===== config.mk =====
export PLATFORM = sky130hd
export DESIGN_NAME = mux_comparacion_adelanto
export DESIGN_NICKNAME = d
export VERILOG_FILES = /design/src/rtl/mux_comparacion_adelanto_pkg.sv /design/src/rtl/mux_comparacion_adelanto_n.sv /design/src/rtl/mux_comparacion_adelanto.sv
export SDC_FILE = /design/constraint.sdc
export NUM_CORES = 1
export LEC_CHECK = 0
export ABC_AREA = 1
export CAP_MARGIN = 30
export CORE_UTILIZATION = 34
export DETAILED_ROUTE_END_ITERATION = 16
export PLACE_DENSITY = 0.87
export SLEW_MARGIN = 20
export SYNTH_ARGS = -nofsm -noshare
export SYNTH_HDL_FRONTEND = slang
export SYNTH_SLANG_ARGS = --single-unit
export TNS_END_PERCENT = 20

===== constraint.sdc =====
create_clock -name clk -period 1.65 [get_ports clk]
set_input_delay 0.33 -clock clk [delete_from_list [all_inputs] [get_ports clk]]
set_output_delay 0.33 -clock clk [all_outputs]
set_load 0.01 [all_outputs]

===== src/rtl/mux_comparacion_adelanto_pkg.sv =====
// mux_comparacion_adelanto_pkg: select codes, tag flag layout and stage indices (WB stage only with FWD_WB_EN)
package mux_comparacion_adelanto_pkg;
  localparam logic [1:0] SEL_DECO = 2'b00;
  localparam logic [1:0] SEL_EXE = 2'b01;
  localparam logic [1:0] SEL_MEM = 2'b10;
  localparam logic [1:0] SEL_WB = 2'b11;
  localparam int STG_EXE = 0;
  localparam int STG_MEM = 1;
  localparam int STG_WB = 2;
`ifdef FWD_WB_EN
  localparam int N_STG = 3;
`else
  localparam int N_STG = 2;
`endif
  typedef struct packed {
    logic valid;
    logic we;
    logic load;
  } tag_t;
endpackage


===== src/rtl/mux_comparacion_adelanto_n.sv =====
// mux_comparacion_n: per-channel operand mux driven by the forwarding select (WB leg only with FWD_WB_EN)
module mux_comparacion_n
  import mux_comparacion_adelanto_pkg::*;
#(
  parameter int DATA_W = 32
) (
  input  logic [1:0]        sel,
  input  logic [DATA_W-1:0] d_deco,
  input  logic [DATA_W-1:0] d_exe,
  input  logic [DATA_W-1:0] d_mem,
`ifdef FWD_WB_EN
  input  logic [DATA_W-1:0] d_wb,
`endif
  output logic [DATA_W-1:0] op
);
  always_comb begin
    op = (sel == SEL_EXE) ? d_exe :
         (sel == SEL_MEM) ? d_mem :
`ifdef FWD_WB_EN
         (sel == SEL_WB) ? d_wb :
`endif
         d_deco;
  end
endmodule


===== src/rtl/mux_comparacion_adelanto.sv =====
// mux_comparacion_adelanto: branch-operand forwarding and load-use stall unit; FWD_WB_EN adds a WB forwarding stage
module mux_comparacion_adelanto
  import mux_comparacion_adelanto_pkg::*;
#(
  parameter int DATA_W = 32,
  parameter int REG_AW = 5,
  parameter int N_OPS = 2,
  parameter int CNT_W = 16
) (
  input  logic                    clk,
  input  logic                    rst,
  input  logic                    deco_valid,
  input  logic                    deco_we,
  input  logic                    deco_load,
  input  logic [REG_AW-1:0]       deco_rd,
  input  logic [N_OPS-1:0]        use_op,
  input  logic [N_OPS*REG_AW-1:0] rs_addr,
  input  logic [N_OPS*DATA_W-1:0] rs_deco,
  input  logic [DATA_W-1:0]       res_exe,
  input  logic [DATA_W-1:0]       res_mem,
`ifdef FWD_WB_EN
  input  logic [DATA_W-1:0]       res_wb,
`endif
  input  logic                    flush,
  output logic [N_OPS*2-1:0]      sel_rs,
  output logic [N_OPS*DATA_W-1:0] op_comp,
  output logic                    stall,
  output logic [CNT_W-1:0]        stall_count
);
  tag_t              flg [N_STG];
  logic [REG_AW-1:0] rd  [N_STG];
  logic [N_OPS-1:0]  st;

  always_ff @(posedge clk or posedge rst) begin
    if (rst) begin
      for (int s = 0; s < N_STG; s++) begin
        flg[s] <= '0;
        rd[s] <= '0;
      end
      stall_count <= '0;
    end else begin
      flg[STG_EXE] <= (deco_valid && !stall && !flush) ? '{1'b1, deco_we, deco_load} : '0;
      rd[STG_EXE] <= deco_rd;
      for (int s = 1; s < N_STG; s++) begin
        flg[s] <= flg[s-1];
        rd[s] <= rd[s-1];
      end
      if (stall && stall_count != '1) stall_count <= stall_count + CNT_W'(1);
    end
  end

  for (genvar i = 0; i < N_OPS; i++) begin : g_ch
    logic [REG_AW-1:0] a;
    logic [N_STG-1:0]  m;
    assign a = rs_addr[i*REG_AW +: REG_AW];
    for (genvar j = 0; j < N_STG; j++) begin : g_m
      assign m[j] = flg[j].valid & flg[j].we & (rd[j] == a) & (a != '0);
    end
    // an EXE load cannot forward yet: fall through to older stages and stall instead
    assign sel_rs[2*i +: 2] = (m[STG_EXE] && !flg[STG_EXE].load) ? SEL_EXE :
                              m[STG_MEM] ? SEL_MEM :
`ifdef FWD_WB_EN
                              m[STG_WB] ? SEL_WB :
`endif
                              SEL_DECO;
    assign st[i] = use_op[i] & deco_valid & m[STG_EXE] & flg[STG_EXE].load;
    mux_comparacion_n #(.DATA_W(DATA_W)) u_mux (
      .sel    (sel_rs[2*i +: 2]),
      .d_deco (rs_deco[i*DATA_W +: DATA_W]),
      .d_exe  (res_exe),
      .d_mem  (res_mem),
`ifdef FWD_WB_EN
      .d_wb   (res_wb),
`endif
      .op     (op_comp[i*DATA_W +: DATA_W])
    );
  end

  assign stall = |st;
endmodule


Yosys cells after proc, flatten, opt, wreduce, memory -nomap -nowiden
Cells that the tools add are included.
{"block": "classes", "reduce_logical": 11, "n_bitwise": 16, "eq_ne": 9, "addsub": 1, "n_mux": 9}
{"operator": "$mux W32", "count": 4}
{"operator": "$eq A5 B5 Y1", "count": 4}
{"operator": "$add A16 B1 Y16 const B", "count": 1}
{"operator": "$and A1 B1 Y1", "count": 16}
{"operator": "$ne A16 B16 Y1 const B", "count": 1}
{"operator": "$reduce_bool A5 Y1", "count": 2}
{"operator": "$mux W2", "count": 4}
{"operator": "$logic_and A1 B1 Y1", "count": 5}
{"operator": "$eq A2 B1 Y1 const B", "count": 2}
{"operator": "$eq A2 B2 Y1 const B", "count": 2}
{"operator": "$logic_not A1 Y1", "count": 3}
{"operator": "$mux W3", "count": 1}
{"operator": "$reduce_or A2 Y1", "count": 1}
{"block": "word_totals", "in_bits": 151, "reg_bits": 31, "out_inout_bits": 85, "elab_cells": 54}

Logic depth before layout (Yosys ltp)
Gate-level depths: netlist (run 1).
{"block": "logic_depth", "word_depth": 10, "ltp_mapped": 12}

Hierarchy
Synthesis (run 1) repeated with hierarchy kept, for this count alone.
{"block": "hier_totals", "hier_cells": 761, "area_unflattened_um2": 4073.9}
{"mod": "mux_comparacion_n", "cells_per_inst": 245, "area_per_inst_um2": 1072.3, "seq_area_each_um2": 0.0, "instances": 2}
{"mod": "mux_comparacion_adelanto", "cells_per_inst": 271, "area_per_inst_um2": 1929.4, "seq_area_each_um2": 775.7, "instances": 1}

Least setup slack after synthesis (run 1)
Ideal clock, no wire load.
{"block": "synth_path", "path_type": "register to output", "startpoint": "register rd[9] in the netlist's numbering", "endpoint": "output op_comp[54]", "setup_slack_ps": -46, "arrival_ps": 1366, "required_ps": 1320, "path_buffers": 1, "stages_incl_launch_ff": 11, "cell_sequence": "dfrtp_1 > inv_1 > nand2_1 > nand2_1 > nand2_1 > nor2_1 > nand3_1 > inv_2 > buf_2 > nand2_1 > nand2_1"}
{"block": "synth_between", "elab_chain_cells": 8, "word_cells_on_any_way": 9, "cone_classes": "eq/ne: 3; mux: 3; bitwise: 2; reduce/logical: 1"}
{"element": "start, declared", "line_no": "mux_comparacion_adelanto.sv:31", "source": "logic [REG_AW-1:0] rd [N_STG];"}
{"element": "start signal, assigned by index", "line_no": "mux_comparacion_adelanto.sv:43", "source": "rd[STG_EXE] <= deco_rd;"}
{"element": "start signal, assigned by index", "line_no": "mux_comparacion_adelanto.sv:46", "source": "rd[s] <= rd[s-1];"}
{"element": "$eq A5 B5 Y1 (*)", "line_no": "mux_comparacion_adelanto.sv:57", "source": "assign m[j] = flg[j].valid & flg[j].we & (rd[j] == a) & (a != '0);"}
{"element": "$and A1 B1 Y1 (*) (2 in a row)", "line_no": "mux_comparacion_adelanto.sv:57"}
{"element": "$logic_and A1 B1 Y1 (*)", "line_no": "mux_comparacion_adelanto.sv:60", "source": "assign sel_rs[2*i +: 2] = (m[STG_EXE] && !flg[STG_EXE].load) ? SEL_EXE :"}
{"element": "$mux W2 (*)", "line_no": "mux_comparacion_adelanto.sv:60"}
{"element": "named net sel_rs[2]", "line_no": "mux_comparacion_adelanto.sv:25", "source": "output logic [N_OPS*2-1:0] sel_rs,"}
{"element": "$eq A2 B2 Y1", "line_no": "mux_comparacion_adelanto_n.sv:18", "source": "(sel == SEL_MEM) ? d_mem :"}
{"element": "$mux W32", "line_no": "mux_comparacion_adelanto_n.sv:18"}
{"element": "$mux W32 (*)", "line_no": "mux_comparacion_adelanto_n.sv:17", "source": "op = (sel == SEL_EXE) ? d_exe :"}
{"element": "end, declared", "line_no": "mux_comparacion_adelanto.sv:26", "source": "output logic [N_OPS*DATA_W-1:0] op_comp,"}
The timed path passes the listed nets; every way through them passes the cells marked *.

Worst setup path in the final report (run 1)
{"block": "layout_path", "startpoint": "register rd[2] in the netlist's numbering", "endpoint": "output op_comp[63]"}
{"block": "layout_between", "elab_chain_cells": 8, "word_cells_on_any_way": 9, "cone_classes": "eq/ne: 3; mux: 4; bitwise: 2"}
{"element": "$eq A5 B5 Y1 (*)", "line_no": "mux_comparacion_adelanto.sv:57"}
{"element": "$and A1 B1 Y1 (*) (2 in a row)", "line_no": "mux_comparacion_adelanto.sv:57"}
{"element": "$mux W2 (*)", "line_no": "mux_comparacion_adelanto.sv:61", "source": "m[STG_MEM] ? SEL_MEM :"}
{"element": "$mux W2 (*)", "line_no": "mux_comparacion_adelanto.sv:60"}
{"element": "$eq A2 B2 Y1", "line_no": "mux_comparacion_adelanto_n.sv:18"}
{"element": "$mux W32", "line_no": "mux_comparacion_adelanto_n.sv:18"}
{"element": "$mux W32 (*)", "line_no": "mux_comparacion_adelanto_n.sv:17"}
Mark *: on every way between the ends. The rest lies on a longest branch, timed or not.

==> reports/metrics.csv, run 1 <==
stage,metric,value,unit
run_status,status,"finished, violations left",
run_status,failing checks,negative setup slack,
routing,DRC Markers,0,
routing,remaining antenna violation count,0,
pwr,worst vdd ir,0.5026,mV
die,die area,11450,um2
sta,Max Transition Viols Final,0,
global_route,met2 GRT Util,54.10,%
logic_synthesis,Synthesis Warnings,0,
logic_synthesis,Post-synth top cells,"nand2_1, inv_1, nand3_1",
routing,Routed WL per cell,17.19,um
global_route,GRT met1 Usage,36.40,%
logic_synthesis,sequential-to-total area share from yosys stat,20.69,%
sta,Max Clk Rate,442.1,MHz
sta,PnR worst setup slack,-0.6120,ns
clock_network,Sink Count,31,
logic_synthesis,syn avg cell area,5.230,um2
global_route,met3 usage,8.450,%
die,Row Count,37,
sta,final setup fails,88,
logic_synthesis,Synth Area in Simple Gates,56.59,%
final_layout,share of cells above drive strength 1,28.25,%
min_path,HP Class,reg2reg,
sta,skew final,0.004207,ns
setup_path,crit-path max FO,6,
pwr,PD cells,341.1,nW/um2
place,Routability Congestion,0.9609,
logic_synthesis,Post-synth ARST share,100.0,%
logic_synthesis,Yosys reg bits,31,
logic_synthesis,top area cells in the synthesized netlist,"nand2_1, dfrtp_1, nand3_1",
job,Max Cap Viol,0,
logic_synthesis,Compound-Gate Fraction of Synth Area,1.468,%
global_route,Most Crowded Layer GR,met2,
die,Starting Density,35.68,%
sta,RSZ-0062 raised after global routing,true,
routing,via count,5891,
logic_synthesis,main combinational cell family by area after synthesis,simple AND/OR/NAND/NOR gates,
clock_network,Max Root-Sink Buffers,2,
routing,Detailed Route Iter0 Violations,628,
logic_synthesis,Syn Inst Count,717,
logic_synthesis,top cell type's share of synthesized area,32.03,%
clock_network,clock-pin slew on the worst setup and hold paths,0.07,ns
logic_synthesis,area share of xor/xnor cells in the synthesized design,2.803,%
logic_synthesis,Mapped Area,3750,um2
sta,post-route minimum period,2.262,ns
setup_path,Crit. End Element,output port,
final_layout,Area Growth Syn to Fin,101.9,%
setup_path,worst endpoint required time,1.32,ns
pwr,leakage,0.004218,uW
sta,final setup TNS,-43.33,ns
setup_path,crit start category,flop,
die,# IOs,236,
global_route,vias in the first global route,5579,
logic_synthesis,most frequent cell after synthesis,nand2_1,
place,HPWL Detailed,13020,um
routing,vias per cell,5.136,
clock_network,total CTS buffers,5,
die,die span in y,107.0,um
sta,Final Hold Vio Count,0,
sta,Slew HR,73.28,%
die,Core Area,10510,um2
logic_synthesis,synth unique cells,28,
clock_network,CTS tree,done,
logic_synthesis,Synth area leader,nand2_1,
sta,Hold WS,0.3818,ns
logic_synthesis,net count after synthesis,869,
routing,DRT Pass-1 Iters,5,
clock_network,H-tree depth,2,
setup_path,Setup CP Type,reg2out,
global_route,initial antenna violation count,1,
clock_network,Skew-Pair Late Insertion Delay,0.29,ns
place,PortBufs,235,
sta,Worst Tran Pin Value,0.4007,ns
logic_synthesis,"Top FF cell, synth",dfrtp_1,
global_route,GRT overflow,0,
logic_synthesis,number of synthesized flops with an enable pin,0,
clock_network,Root Buffer,clkbuf_8,
die,die width,107.0,um
final_layout,nets,1160,
routing,DRT Wirelength,19720,um
setup_path,crit path DAT,1.93,ns
sta,final period utilization,137.1,%
logic_synthesis,multiplexer share of the synthesized area,0,%
global_route,gr usage total,31.72,%
logic_synthesis,post-synthesis adder-cell area fraction,0.3337,%
global_route,first-pass GRT wire length,28550,um
global_route,largest net degree at the start of global routing,32,
flip-flops by register name, indices dropped and copies added, names as in the netlist:
signal	count
flg	5
rd	10
stall_count	16
final timing paths:
check / startpoint / to / slack (ns) / cells after the start
worst min-delay path: flg[5] / flg[2] / 0.38 / 0
worst min register to register: flg[5] / flg[2] / 0.38 / 0
worst max-delay path: rd[2] / op_comp[63] / -0.61 / 10
min in group asynchronous: rst / stall_count[3] / 0.43 / 3
max in group asynchronous: rst / stall_count[11] / 0.91 / 3
worst max register to register: rd[7] / stall_count[12] / -0.34 / 12
final cells by class:
type | instances | area, um2
Multi-Input combinational cell | 514 | 2758
Clock buffer | 6 | 82.58
Tap cell | 136 | 170.2
Sequential cell | 31 | 787.0
Timing Repair Buffer | 315 | 3186
Inverter | 141 | 546.8
Fill cell | 814 | 2939
Clock inverter | 2 | 35.03
Antenna cell | 2 | 5.005
power breakdown:
group          internal, uW  switching (uW)  leakage [uW]  total, uW
registers               778            13.7      0.000391        791
logic                   553             444       0.00377        997
clock network           488             306     0.0000612        794
metal layers:
layer	vias to the layer above	share of wire, %
li1	2766	-
met1	2654	36
met2	366	47
met3	105	10
met4	0	6.1
met5	-	0
worst max-delay path, stage by stage (launching register included):
cell and delay, ns:
dfrtp_1 0.39, xor2_1 0.14, nor2_1 0.18, nand2_1 0.13
nor2_4 0.19, buf_6 0.14, buf_12 0.12, nand2_2 0.06
nand3_4 0.08, nand2_1 0.07, buf_2 0.13
through the flow:
stage	cell area (um2)	power (uW)	setup slack [ns]	std cells	utilization [%]
after floorplan	3761	1106	-0.03053	717	-
after global placement	6611	1752	-1.128	1102	62.91
after detailed placement	6611	1756	-1.145	1102	62.91
after CTS	7118	2519	-0.7110	1134	67.73
after global routing	7567	2713	-0.7421	1146	72.01
final	7570	2582	-0.6120	1147	72.03
logic make-up (layout without fill, tap and decap cells):
family	Yosys count	after routing
flip-flops	31	31
buffers and inverters	172	464
AND/OR/NAND/NOR	491	491
other	0	2
AO/OA/AOI/OAI	10	10
XOR/XNOR	12	12
adder cells (fa/ha/maj)	1	1
placed cells by master (no fill, tap or decap), drive strengths merged, types with 4 or more instances in the layout:
| cell | n |
|---|---|
| buf | 144 |
| clkbuf | 11 |
| clkdlybuf4s50 | 149 |
| clkinv | 4 |
| dfrtp | 31 |
| dlygate4sd2 | 13 |
| dlymetal6s2s | 4 |
| inv | 138 |
| nand2 | 322 |
| nand3 | 118 |
| nand4 | 18 |
| nor2 | 25 |
| nor3 | 7 |
| o21ai | 4 |
| o22ai | 4 |
| xor2 | 9 |
timing repair:
item                                   CTS  global route
hold buffers                             0             0
pin swaps                               39            47
setup endpoints to repair               95            97
gates resized for setup                366           118
endpoints found under the hold margin    0             0
buffers inserted                        15            12
cloned                                   9             4
(Power assumes the default switching activity.)
==> run 2: changes to the inputs <==
--- a/config.mk
+++ b/config.mk
@@ -6,6 +6,7 @@
 export NUM_CORES = 1
 export LEC_CHECK = 0
 export ABC_AREA = 1
+export ABC_CLOCK_PERIOD_IN_PS = 1650
 export CAP_MARGIN = 30
 export CORE_UTILIZATION = 34
 export DETAILED_ROUTE_END_ITERATION = 16
==> constraint.sdc (replaced) <==
create_clock -name clk -period 1.65 [get_ports clk]
set_input_delay 0.33 -clock clk [delete_from_list [all_inputs] [get_ports clk]]
set_output_delay 0.33 -clock clk [all_outputs]
set_load 0.02 [all_outputs]
==> run 2 against run 1 <==
  * The flow still finishes with violations (negative setup slack)
  * Utilization is essentially flat
  * Register-to-register slack improved by 0.21 ns
  * Sequential power about the same
  * Count of clock-buffer cells in the layout unchanged
  * Sequential cell count did not move
  * Critical path depth increased by 1
  * First-iteration DRC count increased by 0.32%
  * Non-clock buffer count decreased by 19
  * Sequential share of layout area shrank 0.12 points
  * Die area unchanged
  * Critical endpoint is now op_comp[36]
  * Largest cell class unchanged
==> reports/metrics.csv, run 2 (synthesis gave the netlist of run 1 again) <==
stage,metric,value,unit,change
setup_path,worst endpoint required time,1.32,ns,about the same
setup_path,critical path's slowest cell,dfrtp_1,,unchanged
job,Max Cap Viol,0,,unchanged
clock_network,Root Buffer,clkbuf_8,,unchanged
place,Routability Congestion,0.9607,,was 0.9609
sta,Max Transition Viols Final,0,,unchanged
routing,via count,5867,,was 5891
final_layout,Multi-input gate area,2844,um2,was 2758 um2
clock_network,Sink Count,31,,unchanged
sta,final setup fails,85,,was 88
sta,Hold WS,0.3845,ns,was 0.3818 ns
routing,Routed WL per cell,16.93,um,was 17.19 um
routing,met1 WL,6762,um,was 7139 um
final_layout,Layout fillers,789,,was 814
place,Post-Place Worst Slack,-1.205,ns,was -1.145 ns
sta,Worst Tran Pin Value,0.3867,ns,was 0.4007 ns
clock_network,Max Root-Sink Buffers,2,,unchanged
die,die span in y,107.0,um,unchanged
place,HPWL Detailed,12620,um,was 13020 um
routing,vias per cell,5.201,,was 5.136
sta,PnR worst setup slack,-0.6298,ns,was -0.6120 ns
global_route,GRT overflow,0,,unchanged
die,Core Area,10510,um2,unchanged
setup_path,crit-path max FO,8,,was 6
die,die area,11450,um2,unchanged
global_route,gr usage total,30.68,%,was 31.72%
final_layout,max reg flops,16,,unchanged
sta,post-route minimum period,2.280,ns,was 2.262 ns
die,# IOs,236,,unchanged
clock_network,Skew-Pair Late Insertion Delay,0.29,ns,about the same
clock_network,hold_buf cts,0,,unchanged
global_route,largest net degree at the start of global routing,34,,was 32
final_layout,largest register by flop count,stall_count,,unchanged
routing,Met2 Wirelength,9355,um,was 9363 um
place,Post-Place Cell Area,6614,um2,was 6611 um2
die,Row Count,37,,unchanged
routing,DRT Pass-1 Iters,6,,was 5
min_path,HP Class,reg2reg,,unchanged
setup_path,CP peak stage delay,0.41,ns,was 0.39 ns
final_layout,nets,1141,,was 1160
global_route,initial antenna violation count,2,,was 1
routing,Detailed Route Iter0 Violations,630,,was 628
clock_network,H-tree depth,2,,unchanged
routing,DRT Wirelength,19090,um,was 19720 um
run_status,failing checks,negative setup slack,,unchanged
setup_path,crit start category,flop,,unchanged
place,PortBufs,235,,unchanged
sta,Slew HR,74.02,%,was 73.28%
setup_path,crit path DAT,1.95,ns,was 1.93 ns
clock_network,clock-pin slew on the worst setup and hold paths,0.07,ns,about the same
clock_network,CTS tree,done,,unchanged
final_layout,"most common cell after layout, fill and taps aside",nand2_1,,unchanged
setup_path,Setup CP Type,reg2out,,unchanged
pwr,leakage,0.004106,uW,was 0.004218 uW
final_layout,share of cells above drive strength 1,30.71,%,was 28.25%
clock_network,total CTS buffers,5,,unchanged
run_status,status,"finished, violations left",,unchanged
final_layout,most frequent cells in the layout,"nand2_1, clkdlybuf4s50_1, inv_1",,unchanged
sta,Final Hold Vio Count,0,,unchanged
routing,met3 wire len,1645,um,was 2019 um
global_route,first-pass GRT wire length,27580,um,was 28550 um
sta,final setup TNS,-38.94,ns,was -43.33 ns
routing,remaining antenna violation count,0,,unchanged
die,die width,107.0,um,unchanged
sta,final period utilization,138.2,%,was 137.1%
final_layout,Finished Cell Area,7575,um2,was 7570 um2
pwr,PD cells,359.1,nW/um2,was 341.1 nW/um2
final_layout,Regs by FF count,"stall_count x16, rd x10, flg x5",,unchanged
sta,skew final,0.008213,ns,was 0.004207 ns
setup_path,crit-path cells,inv_1 -> o22ai_1 -> nor2_1 -> nand2_1 -> nor2_4 -> buf_6 -> buf_12 -> nand2_2 -> nand3_2 -> nand2_2 -> buf_6,,was xor2_1 -> nor2_1 -> nand2_1 -> nor2_4 -> buf_6 -> buf_12 -> nand2_2 -> nand3_4 -> nand2_1 -> buf_2
final_layout,Reg area,778.2,um2,was 787.0 um2
routing,Top Metal Used,met4,,unchanged
setup_path,Crit. End Element,output port,,unchanged
sta,Max Clk Rate,438.6,MHz,was 442.1 MHz
sta,RSZ-0062 raised after global routing,true,,unchanged
pwr,worst vdd ir,0.3069,mV,was 0.5026 mV
routing,DRC Markers,0,,unchanged
die,Starting Density,35.68,%,unchanged
global_route,vias in the first global route,5514,,was 5579
final_layout,Area Growth Syn to Fin,102.0,%,was 101.9%
[run 2: power breakdown]
group	switching, uW	internal (uW)
Clock	288	488
Sequential	16.2	778
Combinational	532	617
[run 2: worst paths after layout]
path | from | end | slack (ns) | cells after the start
setup / recovery | rd[1] | op_comp[36] | -0.63 | 11
hold / removal | flg[4] | flg[1] | 0.38 | 0
setup reg to reg | rd[8] | stall_count[13] | -0.13 | 12
hold reg to reg | flg[4] | flg[1] | 0.38 | 0
max in group asynchronous | rst | stall_count[1] | 0.92 | 3
min in group asynchronous | rst | stall_count[3] | 0.44 | 3
[run 2: timing repair]
action                                 in CTS  in global routing
buffers inserted                           14                  4
gates cloned                                8                  3
endpoints found under the hold margin       0                  0
gates resized for setup                   405                155
pin swaps                                  32                 46
setup endpoints to repair                 101                 89
[run 2: area by class of cell]
type | instances | share of cell area [%]
timing repair buffer | 296 | 41.23
multi-input combinational | 514 | 37.55
sequential | 31 | 10.27
inverter | 141 | 7.086
tap | 136 | 2.246
clock buffer | 6 | 1.090
clock inverter | 2 | 0.4625
antenna | 2 | 0.06607
[run 2: worst max-delay path: cells and delay by family (launching register included)]
kind / cells / cell delay, ns
buf+inv: 4 / 0.51
flops: 1 / 0.41
compound gates: 1 / 0.08
simple gates: 6 / 0.66
[run 2: per-stage QoR]
| step | cells | utilization, % | total power [uW] |
|---|---|---|---|
| global route | 1128 | 72.08 | 2845 |
| global placement | 1094 | 62.94 | 1814 |
| detailed placement | 1094 | 62.94 | 1822 |
| finish | 1128 | 72.08 | 2720 |
| floorplan | 717 | - | 1187 |
| CTS | 1124 | 67.08 | 2588 |
[run 2: metal layers]
layer	vias up	GRT usage, %
li1	2732	-
met1	2675	34.10
met2	347	52.53
met3	113	7.720
met4	0	18.59
met5	-	0
==> run 3: changes to the inputs <==
--- a/config.mk
+++ b/config.mk
@@ -6,11 +6,11 @@
 export NUM_CORES = 1
 export LEC_CHECK = 0
 export ABC_AREA = 1
-export ABC_CLOCK_PERIOD_IN_PS = 1650
-export CAP_MARGIN = 30
-export CORE_UTILIZATION = 34
+export ABC_CLOCK_PERIOD_IN_PS = 2300
+export CAP_MARGIN = 20
+export CORE_UTILIZATION = 38
 export DETAILED_ROUTE_END_ITERATION = 16
-export PLACE_DENSITY = 0.87
+export PLACE_DENSITY = 0.92
 export SLEW_MARGIN = 20
 export SYNTH_ARGS = -nofsm -noshare
 export SYNTH_HDL_FRONTEND = slang
==> constraint.sdc (replaced) <==
create_clock -name clk -period 2.3 [get_ports clk]
set_input_delay 0.46 -clock clk [delete_from_list [all_inputs] [get_ports clk]]
set_output_delay 0.46 -clock clk [all_outputs]
set_load 0.02 [all_outputs]
==> run 3 against run 2 <==
  * The run still ends with negative setup slack left
  * Die area shrank 10%
  * Sequential share of layout area shrank 0.33 points
  * Clock skew is essentially flat
  * Register-to-register slack gained 0.29 ns
  * Wire length grew 19%
  * Worst hold slack lost 0.014 ns
  * First-iteration DRC count shrank 16%
  * Utilization grew 11 points
  * Clock power shrank 27%
  * Sequential cell count is the same
  * Combinational power shrank 24%
  * Non-clock buffer count grew 5
  * Highest routed layer unchanged
==> reports/metrics.csv, run 3 (synthesis gave the netlist of run 1 again) <==
stage,metric,value,unit,change
run_status,status,"finished, violations left",,unchanged
run_status,failing checks,negative setup slack,,unchanged
global_route,gr usage total,37.53,%,was 30.68%
setup_path,Setup crit start,rd[0],,was rd[1]
routing,via count,6295,,was 5867
job,Max Cap Viol,0,,unchanged
routing,DRT Wirelength,22760,um,was 19090 um
setup_path,Setup CP Type,reg2out,,unchanged
clock_network,Max Root-Sink Buffers,2,,unchanged
setup_path,crit path capture,op_comp[32],,was op_comp[36]
sta,post-route minimum period,2.627,ns,
clock_network,Sink Count,31,,unchanged
final_layout,max reg flops,16,,unchanged
sta,Worst Tran Pin Value,0.3880,ns,was 0.3867 ns
routing,Detailed Route Iter0 Violations,527,,was 630
final_layout,most frequent cells in the layout,"nand2_1, clkdlybuf4s50_1, inv_1",,unchanged
final_layout,"most common cell after layout, fill and taps aside",nand2_1,,unchanged
global_route,vias in the first global route,5781,,was 5514
setup_path,worst endpoint required time,1.84,ns,was 1.32 ns
pwr,clock share of power,28.3,%,was 28.5%
global_route,largest net degree at the start of global routing,34,,unchanged
setup_path,register-to-register setup slack,0.16,ns,was -0.13 ns
clock_network,Root Buffer,clkbuf_8,,unchanged
final_layout,Regs by FF count,"stall_count x16, rd x10, flg x5",,unchanged
pwr,switching share of power,32.39,%,was 30.77%
global_route,first-pass GRT wire length,29560,um,was 27580 um
place,Post-Place Worst Slack,-0.8113,ns,was -1.205 ns
setup_path,reg-to-reg startpoint,rd[8],,unchanged
pwr,worst vdd ir,0.5456,mV,was 0.3069 mV
clock_network,Skew-Pair Late Insertion Delay,0.29,ns,about the same
setup_path,crit-path max FO,8,,unchanged
pwr,leakage,0.004129,uW,was 0.004106 uW
routing,Routed WL per cell,20.19,um,was 16.93 um
pwr,Net Switching,651.7,uW,was 836.9 uW
pwr,PD cells,257.9,nW/um2,was 359.1 nW/um2
die,Starting Density,39.83,%,was 35.68%
place,PortBufs,235,,unchanged
routing,DRC Markers,0,,unchanged
pwr,part of the power in registers,28.4,%,was 29.2%
die,die width,101.3,um,was 107.0 um
die,die span in y,101.3,um,was 107.0 um
setup_path,crit start category,flop,,unchanged
sta,Max Clk Rate,380.6,MHz,
setup_path,critical path's slowest cell,dfrtp_1,,unchanged
sta,final period utilization,114.2,%,
setup_path,crit path DAT,2.17,ns,was 1.95 ns
die,Row Count,35,,was 37
setup_path,CP peak stage delay,0.42,ns,was 0.41 ns
clock_network,hold_buf cts,0,,unchanged
min_path,HP Class,reg2reg,,unchanged
sta,RSZ-0062 raised after global routing,true,,unchanged
place,HPWL Detailed,12730,um,was 12620 um
setup_path,Crit. End Element,output port,,unchanged
routing,remaining antenna violation count,0,,unchanged
place,Routability Congestion,0.9236,,was 0.9607
clock_network,clock-pin slew on the worst setup and hold paths,0.07,ns,about the same
sta,Slew HR,74.13,%,was 74.02%
routing,DRT Pass-1 Iters,6,,unchanged
setup_path,crit-path cells,buf_6 -> nand2_4 -> nand2_2 -> nor2_2 -> o21ai_2 -> nand3b_1 -> buf_6 -> clkbuf_16 -> nand2_4 -> nand3_2 -> nand2_2 -> buf_6,,was inv_1 -> o22ai_1 -> nor2_1 -> nand2_1 -> nor2_4 -> buf_6 -> buf_12 -> nand2_2 -> nand3_2 -> nand2_2 -> buf_6
sta,final setup fails,68,,was 85
clock_network,CTS tree,done,,unchanged
final_layout,Area Growth Syn to Fin,108.0,%,was 102.0%
global_route,initial antenna violation count,2,,unchanged
clock_network,H-tree depth,2,,unchanged
final_layout,nets,1146,,was 1141
final_layout,share of cells above drive strength 1,31.66,%,was 30.71%
clock_network,total CTS buffers,5,,unchanged
setup_path,path depth of the worst reg2reg path,13,,was 12
global_route,GRT overflow,0,,unchanged
sta,skew final,0.008143,ns,was 0.008213 ns
die,Core Area,9415,um2,was 10510 um2
sta,Final Hold Vio Count,0,,unchanged
routing,vias per cell,5.586,,was 5.201
sta,Max Transition Viols Final,0,,unchanged
pwr,combinational power share,43.3,%,was 42.2%
sta,PnR worst setup slack,-0.3272,ns,was -0.6298 ns
die,die area,10270,um2,was 11450 um2
setup_path,R2R Path End,stall_count[0],,was stall_count[13]
final_layout,largest register by flop count,stall_count,,unchanged
pwr,Pint,1360,uW,was 1883 uW
die,# IOs,236,,unchanged
setup_path,most common cell type on the critical path,buf_6,,
sta,final setup TNS,-13.55,ns,was -38.94 ns
==> run 3: per-stage QoR <==
stage          util, %  total power [uW]  hold WS, ns  area [um2]  instances
6_report         82.86              2012       0.3704        7801       1127
5_1_grt          82.83              2088       0.3859        7799       1126
4_1_cts          75.28              1873       0.3741        7088       1112
3_3_place_gp     69.12              1296       0.3556        6507       1083
3_5_place_dp     69.12              1305       0.3647        6507       1083
2_1_floorplan        -             839.8       0.3535        3750        717
==> run 3: per-layer routing <==
layer	part of all wire, %	GRT usage, %	vias up
met5	0	3.365	-
met4	8.1	22.19	0
met3	13	12.97	199
met2	46	62.53	553
met1	33	41.23	2805
li1	-	-	2738
==> run 3: critical path, delay by kind of cell (launching register included) <==
kind                   cells  cell delay, ns
AND/OR/NAND/NOR            7            0.75
buffers and inverters      4            0.62
flip-flops                 1            0.42
AO/OA/AOI/OAI              1            0.07
==> run 3: timing repair <==
action                                  CTS  global route
buffers inserted                         14             6
gates cloned                              7             7
endpoints found under the setup margin   69            76
pin swaps                                29            70
resized for setup                       303           296
==> run 3: worst min-delay path by stage <==
stage | start | endpoint | slack, ns | cells after the start
final | flg[5] | flg[2] | 0.37 | 0
after global routing | flg[5] | flg[2] | 0.39 | 0
after CTS | flg[5] | flg[2] | 0.37 | 0
after detailed placement | flg[5] | flg[2] | 0.36 | 0
after global placement | flg[5] | flg[2] | 0.36 | 0
after floorplan | flg[4] | flg[1] | 0.35 | 0
==> run 3: area by class of cell <==
cell class                 count  area (um2)
timing repair buffer         301        3266
fill                         516        1614
clock buffer                   6       82.58
tap                          129       161.4
inverter                     141       534.3
sequential                    31       775.7
antenna                        3       7.507
multi-input combinational    514        2939
clock inverter                 2       35.03
==> run 3: power groups by stage <==
| stage | sequential (uW) | clock, uW | combinational (uW) |
|---|---|---|---|
| floorplan | 576 | 0 | 264 |
| global placement | 578 | 0 | 718 |
| detailed placement | 579 | 0 | 726 |
| CTS | 570 | 561 | 742 |
| global route | 572 | 596 | 920 |
| finish | 572 | 568 | 872 |
